<file path="src/rtl/pipeline_hazard_pkg.sv">
// -----------------------------------------------------------------------------
// pipeline_hazard_pkg
// Shared types and constants for the pipeline hazard controller:
//   - md_state_e : HI/LO multiply/divide unit tracking states
//   - REG_ZERO   : architectural register $0, which is never a real dependency
//   - md_cnt_width(): width of the HI/LO latency down-counter, sized from the
//                     longer of the multiply and divide latencies
// -----------------------------------------------------------------------------
package pipeline_hazard_pkg;

    typedef enum logic [1:0] {
        MD_IDLE = 2'd0,
        MD_MUL  = 2'd1,
        MD_DIV  = 2'd2
    } md_state_e;

    localparam logic [4:0] REG_ZERO = 5'd0;

    localparam int MUL_CYCLES_DEF = 4;
    localparam int DIV_CYCLES_DEF = 32;

    // The counter is loaded with (latency - 1), so $clog2 of the larger
    // latency is always wide enough. Latencies are at least 2, giving >= 1 bit.
    function automatic int md_cnt_width(input int mul_c, input int div_c);
        int m;
        m = (mul_c > div_c) ? mul_c : div_c;
        return (m < 2) ? 1 : $clog2(m);
    endfunction

    localparam int MD_CNT_W_DEF = md_cnt_width(MUL_CYCLES_DEF, DIV_CYCLES_DEF);

endpackage

</file>
<file path="src/rtl/muldiv_busy_counter.sv">
// -----------------------------------------------------------------------------
// muldiv_busy_counter
// Tracks the multi-cycle HI/LO multiply/divide unit. A start pulse loads a
// down-counter with (latency - 1); the unit reports busy until the cycle in
// which the counter reaches zero, after which it returns to idle.
//
//   state   | meaning
//   --------+-----------------------------------------------
//   MD_IDLE | unit free, waiting for md_start
//   MD_MUL  | multiply in flight, counter = cycles remaining - 1
//   MD_DIV  | divide in flight, counter = cycles remaining - 1
//
// Ports:
//   clk       in   clock
//   reset     in   synchronous, active-low reset
//   md_start  in   start pulse (only honoured in MD_IDLE)
//   is_div    in   qualifies md_start: 1 = divide, 0 = multiply
//   md_busy   out  unit busy (state != MD_IDLE)
// -----------------------------------------------------------------------------
module muldiv_busy_counter
    import pipeline_hazard_pkg::*;
#(
    parameter int MUL_CYCLES = MUL_CYCLES_DEF,
    parameter int DIV_CYCLES = DIV_CYCLES_DEF
) (
    input  logic clk,
    input  logic reset,
    input  logic md_start,
    input  logic is_div,
    output logic md_busy
);

    localparam int CW = md_cnt_width(MUL_CYCLES, DIV_CYCLES);
    localparam logic [CW-1:0] MUL_LOAD = CW'(MUL_CYCLES - 1);
    localparam logic [CW-1:0] DIV_LOAD = CW'(DIV_CYCLES - 1);

    md_state_e     r_state;
    md_state_e     w_state_nxt;
    logic [CW-1:0] r_cnt;
    logic [CW-1:0] w_cnt_nxt;

    always_comb begin
        w_state_nxt = r_state;
        w_cnt_nxt   = r_cnt;
        case (r_state)
            MD_IDLE: begin
                if (md_start) begin
                    w_state_nxt = is_div ? MD_DIV : MD_MUL;
                    w_cnt_nxt   = is_div ? DIV_LOAD : MUL_LOAD;
                end
            end
            MD_MUL, MD_DIV: begin
                // Counter == 0 marks the last busy cycle.
                if (r_cnt == '0) begin
                    w_state_nxt = MD_IDLE;
                end else begin
                    w_cnt_nxt = r_cnt - CW'(1);
                end
            end
            default: begin
                w_state_nxt = MD_IDLE;
                w_cnt_nxt   = '0;
            end
        endcase
    end

    always_ff @(posedge clk) begin
        if (!reset) begin
            r_state <= MD_IDLE;
            r_cnt   <= '0;
        end else begin
            r_state <= w_state_nxt;
            r_cnt   <= w_cnt_nxt;
        end
    end

    assign md_busy = (r_state != MD_IDLE);

endmodule

</file>
<file path="src/rtl/pipeline_hazard_ctrl.sv">
// -----------------------------------------------------------------------------
// pipeline_hazard_ctrl
// Central stall/flush sequencer for the 5-stage MIPS pipeline. Detects
// load-use hazards that EX forwarding cannot cover, stalls on HI/LO accesses
// while the multiply/divide unit is busy, and flushes on taken branches.
//
// Build option:
//   HAZARD_PERF_CNT_EN  defined   -> saturating stall-cycle counter built
//                       undefined -> perf_stall_cnt tied to zero
//
// Ports:
//   clk, reset            clock; synchronous active-low reset
//   id_rs_addr/rt_addr    source registers of the ID instruction
//   id_uses_rs/rt         ID instruction actually reads rs / rt
//   id_is_mul/div         ID instruction is mult(u) / div(u)
//   id_is_mfhilo          ID instruction is mfhi/mflo/mthi/mtlo
//   id_ex_MemRead         EX instruction is a load
//   id_ex_write_addr      EX instruction destination
//   ex_branch_taken       EX branch/jump resolved taken
//   pc_write              PC load enable
//   if_id_write           IF/ID enable
//   if_id_flush           IF/ID clear to nop
//   id_ex_bubble          ID/EX load nop
//   md_start              start pulse to HI/LO unit
//   md_busy               HI/LO unit busy
//   perf_stall_cnt        stall-cycle count
// -----------------------------------------------------------------------------
module pipeline_hazard_ctrl
    import pipeline_hazard_pkg::*;
#(
    parameter int MUL_CYCLES = MUL_CYCLES_DEF,
    parameter int DIV_CYCLES = DIV_CYCLES_DEF,
    parameter int CNT_W      = 16
) (
    input  logic             clk,
    input  logic             reset,
    input  logic [4:0]       id_rs_addr,
    input  logic [4:0]       id_rt_addr,
    input  logic             id_uses_rs,
    input  logic             id_uses_rt,
    input  logic             id_is_mul,
    input  logic             id_is_div,
    input  logic             id_is_mfhilo,
    input  logic             id_ex_MemRead,
    input  logic [4:0]       id_ex_write_addr,
    input  logic             ex_branch_taken,
    output logic             pc_write,
    output logic             if_id_write,
    output logic             if_id_flush,
    output logic             id_ex_bubble,
    output logic             md_start,
    output logic             md_busy,
    output logic [CNT_W-1:0] perf_stall_cnt
);

    logic w_rs_match;
    logic w_rt_match;
    logic w_load_use;
    logic w_md_hazard;
    logic w_stall;
    logic w_is_muldiv;

    assign w_rs_match  = id_uses_rs && (id_rs_addr == id_ex_write_addr);
    assign w_rt_match  = id_uses_rt && (id_rt_addr == id_ex_write_addr);
    // A load into $0 produces nothing to wait for.
    assign w_load_use  = id_ex_MemRead && (id_ex_write_addr != REG_ZERO)
                         && (w_rs_match || w_rt_match);
    assign w_is_muldiv = id_is_mul || id_is_div;
    assign w_md_hazard = md_busy && (id_is_mfhilo || w_is_muldiv);
    assign w_stall     = (w_load_use || w_md_hazard) && !ex_branch_taken;

    // A muldiv held by a load-use stall must not start early; the reset term
    // keeps a stray start from escaping while the unit is held cleared.
    assign md_start = reset && w_is_muldiv && !md_busy && !ex_branch_taken
                      && !w_load_use;

    always_comb begin
        pc_write     = 1'b1;
        if_id_write  = 1'b1;
        if_id_flush  = 1'b0;
        id_ex_bubble = 1'b0;
        if (ex_branch_taken) begin
            if_id_flush  = 1'b1;
            id_ex_bubble = 1'b1;
        end else if (w_stall) begin
            pc_write     = 1'b0;
            if_id_write  = 1'b0;
            id_ex_bubble = 1'b1;
        end
    end

    muldiv_busy_counter #(
        .MUL_CYCLES (MUL_CYCLES),
        .DIV_CYCLES (DIV_CYCLES)
    ) u_md_cnt (
        .clk      (clk),
        .reset    (reset),
        .md_start (md_start),
        .is_div   (id_is_div),
        .md_busy  (md_busy)
    );

`ifdef HAZARD_PERF_CNT_EN
    logic [CNT_W-1:0] r_perf_cnt;

    always_ff @(posedge clk) begin
        if (!reset) begin
            r_perf_cnt <= '0;
        end else if (w_stall && (r_perf_cnt != {CNT_W{1'b1}})) begin
            r_perf_cnt <= r_perf_cnt + CNT_W'(1);
        end
    end

    assign perf_stall_cnt = r_perf_cnt;
`else
    assign perf_stall_cnt = '0;
`endif

endmodule

</file>
<file path="config.mk">
export PLATFORM = sky130hd
export DESIGN_NAME = pipeline_hazard_ctrl
export DESIGN_NICKNAME = d
export VERILOG_FILES = /design/src/rtl/pipeline_hazard_pkg.sv /design/src/rtl/muldiv_busy_counter.sv /design/src/rtl/pipeline_hazard_ctrl.sv
export SDC_FILE = /design/constraint.sdc
export NUM_CORES = 1
export LEC_CHECK = 0
export ABC_CLOCK_PERIOD_IN_PS = 2090
export CAP_MARGIN = 30
export CORE_MARGIN = 3
export CORE_UTILIZATION = 36
export DETAILED_ROUTE_END_ITERATION = 8
export GPL_TIMING_DRIVEN = 0
export PLACE_DENSITY = 0.8
export SLEW_MARGIN = 25
export SYNTH_ARGS = -nofsm -noshare
export SYNTH_HDL_FRONTEND = slang
export SYNTH_SLANG_ARGS = --single-unit
</file>
<file path="constraint.sdc">
create_clock -name clk -period 2.09 [get_ports clk]
set_clock_uncertainty 0.05 [all_clocks]
set_input_delay 0.418 -clock clk [delete_from_list [all_inputs] [get_ports clk]]
set_output_delay 0.418 -clock clk [all_outputs]
set_load 0.01 [all_outputs]
</file>
==> flow_summary.toml, run 1 <==
[logic_synthesis]
synth-seq-cells = 7
yosysUniqueCellTypes = 26
yosys_warnings = 0
synth.avg_cell_area_sq_um = 7.72
syn_area_sq_um = 733
syn_inst = 95
seq_area_frac_synth_pct = 19.1

[final_layout]
layout-drive-gt1-share_pct = 30.8
diodes = 0
nets = 174
area_growth_pct = 65.2
layoutNonFillerInstCount = 171
final_cell_area_sq_um = 1210
final_common_cell = "buf_4"
layout_common_cells = "22 x buf_4, 16 x conb_1, 14 x nand2_1, 9 x xnor2_1, 7 x dfxtp_1"

[timing]
hold_ws_ns = 0.447
clock.fmax_ghz = 0.456
final-hold-violation-count = 0
rsz0062_at_grt = "yes"
maxSlewViolCount = 0
finalCritPeriodShare_pct = 105
finalWorstSetupSlack_ns = -0.102
min_period_ns = 2.19
setup_violations = 3
final.setup.tns_ns = -0.221

[detailed_routing]
route.vias.total = 753
routed_wl_um = 2010
detail_route.vias_per_cell = 4.40
routedWlPerCell_um = 11.8
firstDrtPassIters = 4
drc_errors = 0
ant_nets = 0
drtIter0Drc = 12

[clocking]
h-tree-depth = 1
cts-root-buf = "clkbuf_4"
clockBufferDepth = 2
tritoncts = "built"
clkLatencyLatePin_ns = 0.26
cts_buffers = 3
clk_pin_slew_ns = 0.05
cts_num_sinks = 7
postCtsHoldBufs = 0

[global_routing]
grt_pass1_wl_um = 3170
overflow = 0
antenna_found_initial = 0
grt_max_degree = 10
grt_pass1_vias = 757
grt_usage_pct = 16.0

[floorplan]
die_height_um = 51.1
start_util_pct = 40.3
core-area_sq_um = 1820
placementRows = 15
ioPinCount = 46
dieArea_sq_um = 2610
dieWidth_um = 51.1

[outcome]
violations = "setup timing"
status = "complete, but fails checks"

[pwr]
leakagePower_nw = 0.610
p_total_mw = 0.927
power.density_nw_per_um2 = 765
ir_drop_uv = 593

[critical_path]
required_ns = 1.62
cp.arrival_ns = 1.72
path_common_cell = "buf_6"
cp_slowest_cell = "o22ai_2"
crit_chain = "dlygate4sd2_1 -> xnor2_1 -> nand4_1 -> o22ai_2 -> a21oi_4 -> or2_4 -> buf_6 -> buf_6"
path_delay_family = "buffers and inverters"
crit_path_start_kind = "input pin"
crit_type = "in -> out"
critPathBufInv = 3
critPathCaptureType = "primary output"
critPathMaxFanout = 2
cpPeakStageDelay_ns = 0.25

[place]
post_dp_cell_area_sq_um = 1100
dp_hpwl_um = 1560
dp_cells = 163
gp_congestion = 0.862
port_buffers = 28

[hold_path]
hp-class = "reg -> reg"

[run]
maxCapViolations = 0
-- worst paths after layout --
kind                               startpoint                                to  slack [ns]  cells after the start
max reg2reg  u_md_cnt.r_state[0]$_SDFFE_PN0P_  u_md_cnt.r_state[0]$_SDFFE_PN0P_        0.32                      7
min          u_md_cnt.r_state[1]$_SDFFE_PN0P_  u_md_cnt.r_state[1]$_SDFFE_PN0P_        0.45                      2
max                             id_rs_addr[1]                          pc_write       -0.10                      8
min reg2reg  u_md_cnt.r_state[1]$_SDFFE_PN0P_  u_md_cnt.r_state[1]$_SDFFE_PN0P_        0.45                      2
-- cells in the mapped netlist, drive strengths merged --
cell type	number	area, sq um
o21ai	6	30.0
dfxtp	7	140
buf	19	139
o211ai	1	7.51
xnor2	12	105
or2	1	6.26
nor2b	1	6.26
nand2	14	52.6
nor2	4	15.0
inv	6	22.5
nor3	2	10.0
ha	3	37.5
conb	1	3.75
and4b	1	10.0
nand2b	1	6.26
nand3	1	5.00
o32ai	1	16.3
a211oi	1	12.5
nand4	2	12.5
mux2i	6	60.1
o21a	1	7.51
or4	1	7.51
a21oi	1	5.00
a31o	1	8.76
o22ai	1	6.26
-- registers in the layout (all words and copies together), names as in the netlist --
signal,flops
u_md_cnt.r_state,2
u_md_cnt.r_cnt,5
-- area by class of cell --
cell class	count	area [sq um]
Buffer	19	143
Sequential cell	7	140
Inverter	6	22.5
Tap cell	25	31.3
Multi-Input combinational cell	78	561
Fill cell	154	609
Timing Repair Buffer	32	288
Clock buffer	4	26.3
-- cell families (layout without fill, tap and decap cells) --
kind of cell | count (synthesis) | count (layout) | share of synthesized area, %
flip-flops | 7 | 7 | 19.1
multiplexers | 6 | 6 | 8.19
AO/OA/AOI/OAI | 13 | 13 | 12.8
XOR/XNOR | 12 | 12 | 14.3
other | 1 | 16 | 0.511
buffers and inverters | 25 | 61 | 22.0
AND/OR/NAND/NOR | 28 | 28 | 17.9
adder cells (fa/ha/maj) | 3 | 3 | 5.12
-- power breakdown --
| group | switching (mW) | total (mW) | leakage, nW | internal (mW) |
|---|---|---|---|---|
| registers | 0.0475 | 0.230 | 0.0575 | 0.183 |
| clock network | 0.0538 | 0.127 | 0.0150 | 0.0731 |
| logic | 0.288 | 0.570 | 0.537 | 0.282 |
-- worst register-to-register path: cells and delay by family, from the launching register on --
family / cells / cell delay, ns
flops: 1 / 0.32
fa+ha+maj: 1 / 0.25
buf+inv: 2 / 0.23
compound gates: 4 / 0.82
-- timing repair --
action	CTS	global route
endpoints found under the setup margin	11	9
resized for setup	56	17
setup buffers	3	1
pin swaps	18	13
-- per-stage QoR --
| step | setup WS (ns) | util [%] |
|---|---|---|
| floorplan | 0.0206 | - |
| global placement | -0.936 | 60.5 |
| detailed placement | -0.976 | 60.5 |
| CTS | -0.143 | 62.9 |
| global route | -0.146 | 66.5 |
| finish | -0.102 | 66.5 |
-- layer usage --
metal  share of wire [%]  vias up  wire, um  track usage (%)
met2                  46       40       931             29.4
met5                   0        -         0                0
met4                0.70        0        14             5.38
li1                    -      386         -                -
met3                  13        2       254             4.37
met1                  40      325       810             17.5
(Power assumes the default switching activity.)
==> inputs of run 2 (changes only) <==
--- a/config.mk
+++ b/config.mk
@@ -7,6 +7,7 @@
 export LEC_CHECK = 0
 export ABC_CLOCK_PERIOD_IN_PS = 2090
 export CAP_MARGIN = 30
+export CORE_ASPECT_RATIO = 0.9
 export CORE_MARGIN = 3
 export CORE_UTILIZATION = 36
 export DETAILED_ROUTE_END_ITERATION = 8
==> flow_summary.toml, run 2 (synthesis results as in run 1) <==
[final_layout]
ff_latch_area_sq_um = 140
regMostFlops = "u_md_cnt.r_cnt"
nets = 175
largest_reg_flops = 5
final_common_cell = "buf_4"
layoutNonFillerInstCount = 171
reg_top3 = "u_md_cnt.r_cnt x5, u_md_cnt.r_state x2"
multi_input_area_sq_um = 522
layout_common_cells = "21 x buf_4, 16 x conb_1, 14 x nand2_1, 12 x xnor2_1, 10 x dlygate4sd2_1"
diodes = 0
area_growth_pct = 61.4
fillers = 177
layout-drive-gt1-share_pct = 27.9
utilization_pct = 66.2

[global_routing]
grt_pass1_wl_um = 3170
antenna_found_initial = 0
grt_pass1_vias = 726
overflow = 0
grt_usage_pct = 16.5
grt_max_degree = 10

[timing]
clock.fmax_ghz = 0.439
finalWorstSetupSlack_ns = -0.186
setup_violations = 4
maxSlewViolCount = 0
final-hold-violation-count = 0
finalCritPeriodShare_pct = 109
min_period_ns = 2.28
rsz0062_at_grt = "yes"

[detailed_routing]
routedWlPerCell_um = 12.1
drc_errors = 0
firstDrtPassIters = 4
routed_wl_um = 2080
route.vias.total = 786
ant_nets = 0
detail_route.vias_per_cell = 4.60
drtIter0Drc = 22

[critical_path]
path_delay_family = "simple AND/OR/NAND/NOR gates"
critPathMaxFanout = 2
cp.arrival_ns = 1.81
crit_chain = "buf_8 -> or4_1 -> o21a_1 -> buf_6 -> a211oi_4 -> buf_2"
cpPeakStageDelay_ns = 0.52
crit_path_start_kind = "input pin"
required_ns = 1.62
critPathBufInv = 3
critPathCaptureType = "primary output"
cp_slowest_cell = "or4_1"
crit_type = "in -> out"

[clocking]
clk_pin_slew_ns = 0.05
h-tree-depth = 1
cts_buffers = 3
cts-root-buf = "clkbuf_4"
cts_num_sinks = 7
clockBufferDepth = 2
tritoncts = "built"
clkLatencyLatePin_ns = 0.26

[pwr]
seqPwrFrac_pct = 24.4
power.density_nw_per_um2 = 799
net-switching-power_mw = 0.403
leakagePower_nw = 0.589
p_total_mw = 0.945
clkPwrFrac_pct = 13.2
ir_drop_uv = 618
p_sw_share_pct = 42.6
internal_power_mw = 0.543
pwr-share-comb_pct = 62.4

[hold_path]
hp-class = "reg -> reg"

[floorplan]
ioPinCount = 46
dieWidth_um = 53.6
core-area_sq_um = 1790
start_util_pct = 41.0
placementRows = 14
dieArea_sq_um = 2620
die_height_um = 48.8

[outcome]
status = "complete, but fails checks"
violations = "setup timing"

[place]
dp_cells = 162
gp_congestion = 0.794
dp_hpwl_um = 1530
port_buffers = 28

[run]
maxCapViolations = 0
run 2: cell count changes in the layout (fill, tap and decap cells not counted), moves of 2 or more:
cell | previous run | this run
clkdlybuf4s15_1 | 5 | 2
xnor2_2 | 3 | 0
xnor2_1 | 9 | 12
dlygate4sd2_1 | 6 | 10
buf_6 | 3 | 5
run 2: timing repair:
action / in CTS / in global routing
setup buffers: 4 / 1
pin swaps: 17 / 8
endpoints found under the setup margin: 12 / 12
gates resized for setup: 58 / 4
cloned: 0 / 0
hold buffers: 0 / 0
run 2: area by class of cell:
| cell class | count | share of cell area, % |
|---|---|---|
| clock buffer | 4 | 2.22 |
| inverter | 6 | 1.90 |
| sequential | 7 | 11.8 |
| multi-input combinational | 78 | 44.1 |
| timing repair buffer | 33 | 25.4 |
| tap | 24 | 2.54 |
| buffer | 19 | 12.1 |
run 2: through the flow:
step / hold WS [ns] / instance area, sq um / setup TNS, ns / worst slack [ns]
final: 0.435 / 1180 / -0.356 / -0.186
after global placement: 0.412 / 1100 / -6.75 / -0.961
after CTS: 0.438 / 1160 / -0.411 / -0.204
after detailed placement: 0.431 / 1100 / -7.08 / -0.972
after floorplan: 0.402 / 790 / 0 / 0.0206
after global routing: 0.473 / 1180 / -0.555 / -0.230
run 2: power by group through the flow:
stage | Sequential, mW | Combinational, mW | Clock [mW]
floorplan | 0.219 | 0.371 | 0
global placement | 0.225 | 0.509 | 0
detailed placement | 0.230 | 0.527 | 0
CTS | 0.227 | 0.544 | 0.131
global route | 0.237 | 0.641 | 0.143
finish | 0.231 | 0.590 | 0.125
run 2: worst reg2reg max path: stages (launching register included):
cell,delay (ns)
dfxtp_1,0.32
inv_1,0.07
ha_2,0.24
o211ai_1,0.17
a211oi_4,0.30
buf_4,0.18
o21ai_1,0.08
a31o_2,0.25
run 2: path summary, 6_finish.rpt:
kind | startpoint | end | slack [ns] | cells past startpoint
worst max-delay path | id_ex_write_addr[4] | md_start | -0.19 | 6
worst min register to register | u_md_cnt.r_cnt[1]$_SDFFE_PN0P_ | u_md_cnt.r_cnt[1]$_SDFFE_PN0P_ | 0.44 | 2
worst min-delay path | u_md_cnt.r_cnt[1]$_SDFFE_PN0P_ | u_md_cnt.r_cnt[1]$_SDFFE_PN0P_ | 0.44 | 2
worst max register to register | u_md_cnt.r_state[0]$_SDFFE_PN0P_ | u_md_cnt.r_state[0]$_SDFFE_PN0P_ | 0.33 | 7
run 2: routing by layer:
| metal | vias to the layer above | part of all wire [%] | track usage [%] |
|---|---|---|---|
| met5 | - | 0 | 0 |
| met2 | 44 | 49 | 27.6 |
| met4 | 0 | 2.7 | 9.79 |
| met3 | 8 | 12 | 5.50 |
| li1 | 390 | - | - |
| met1 | 344 | 36 | 17.3 |
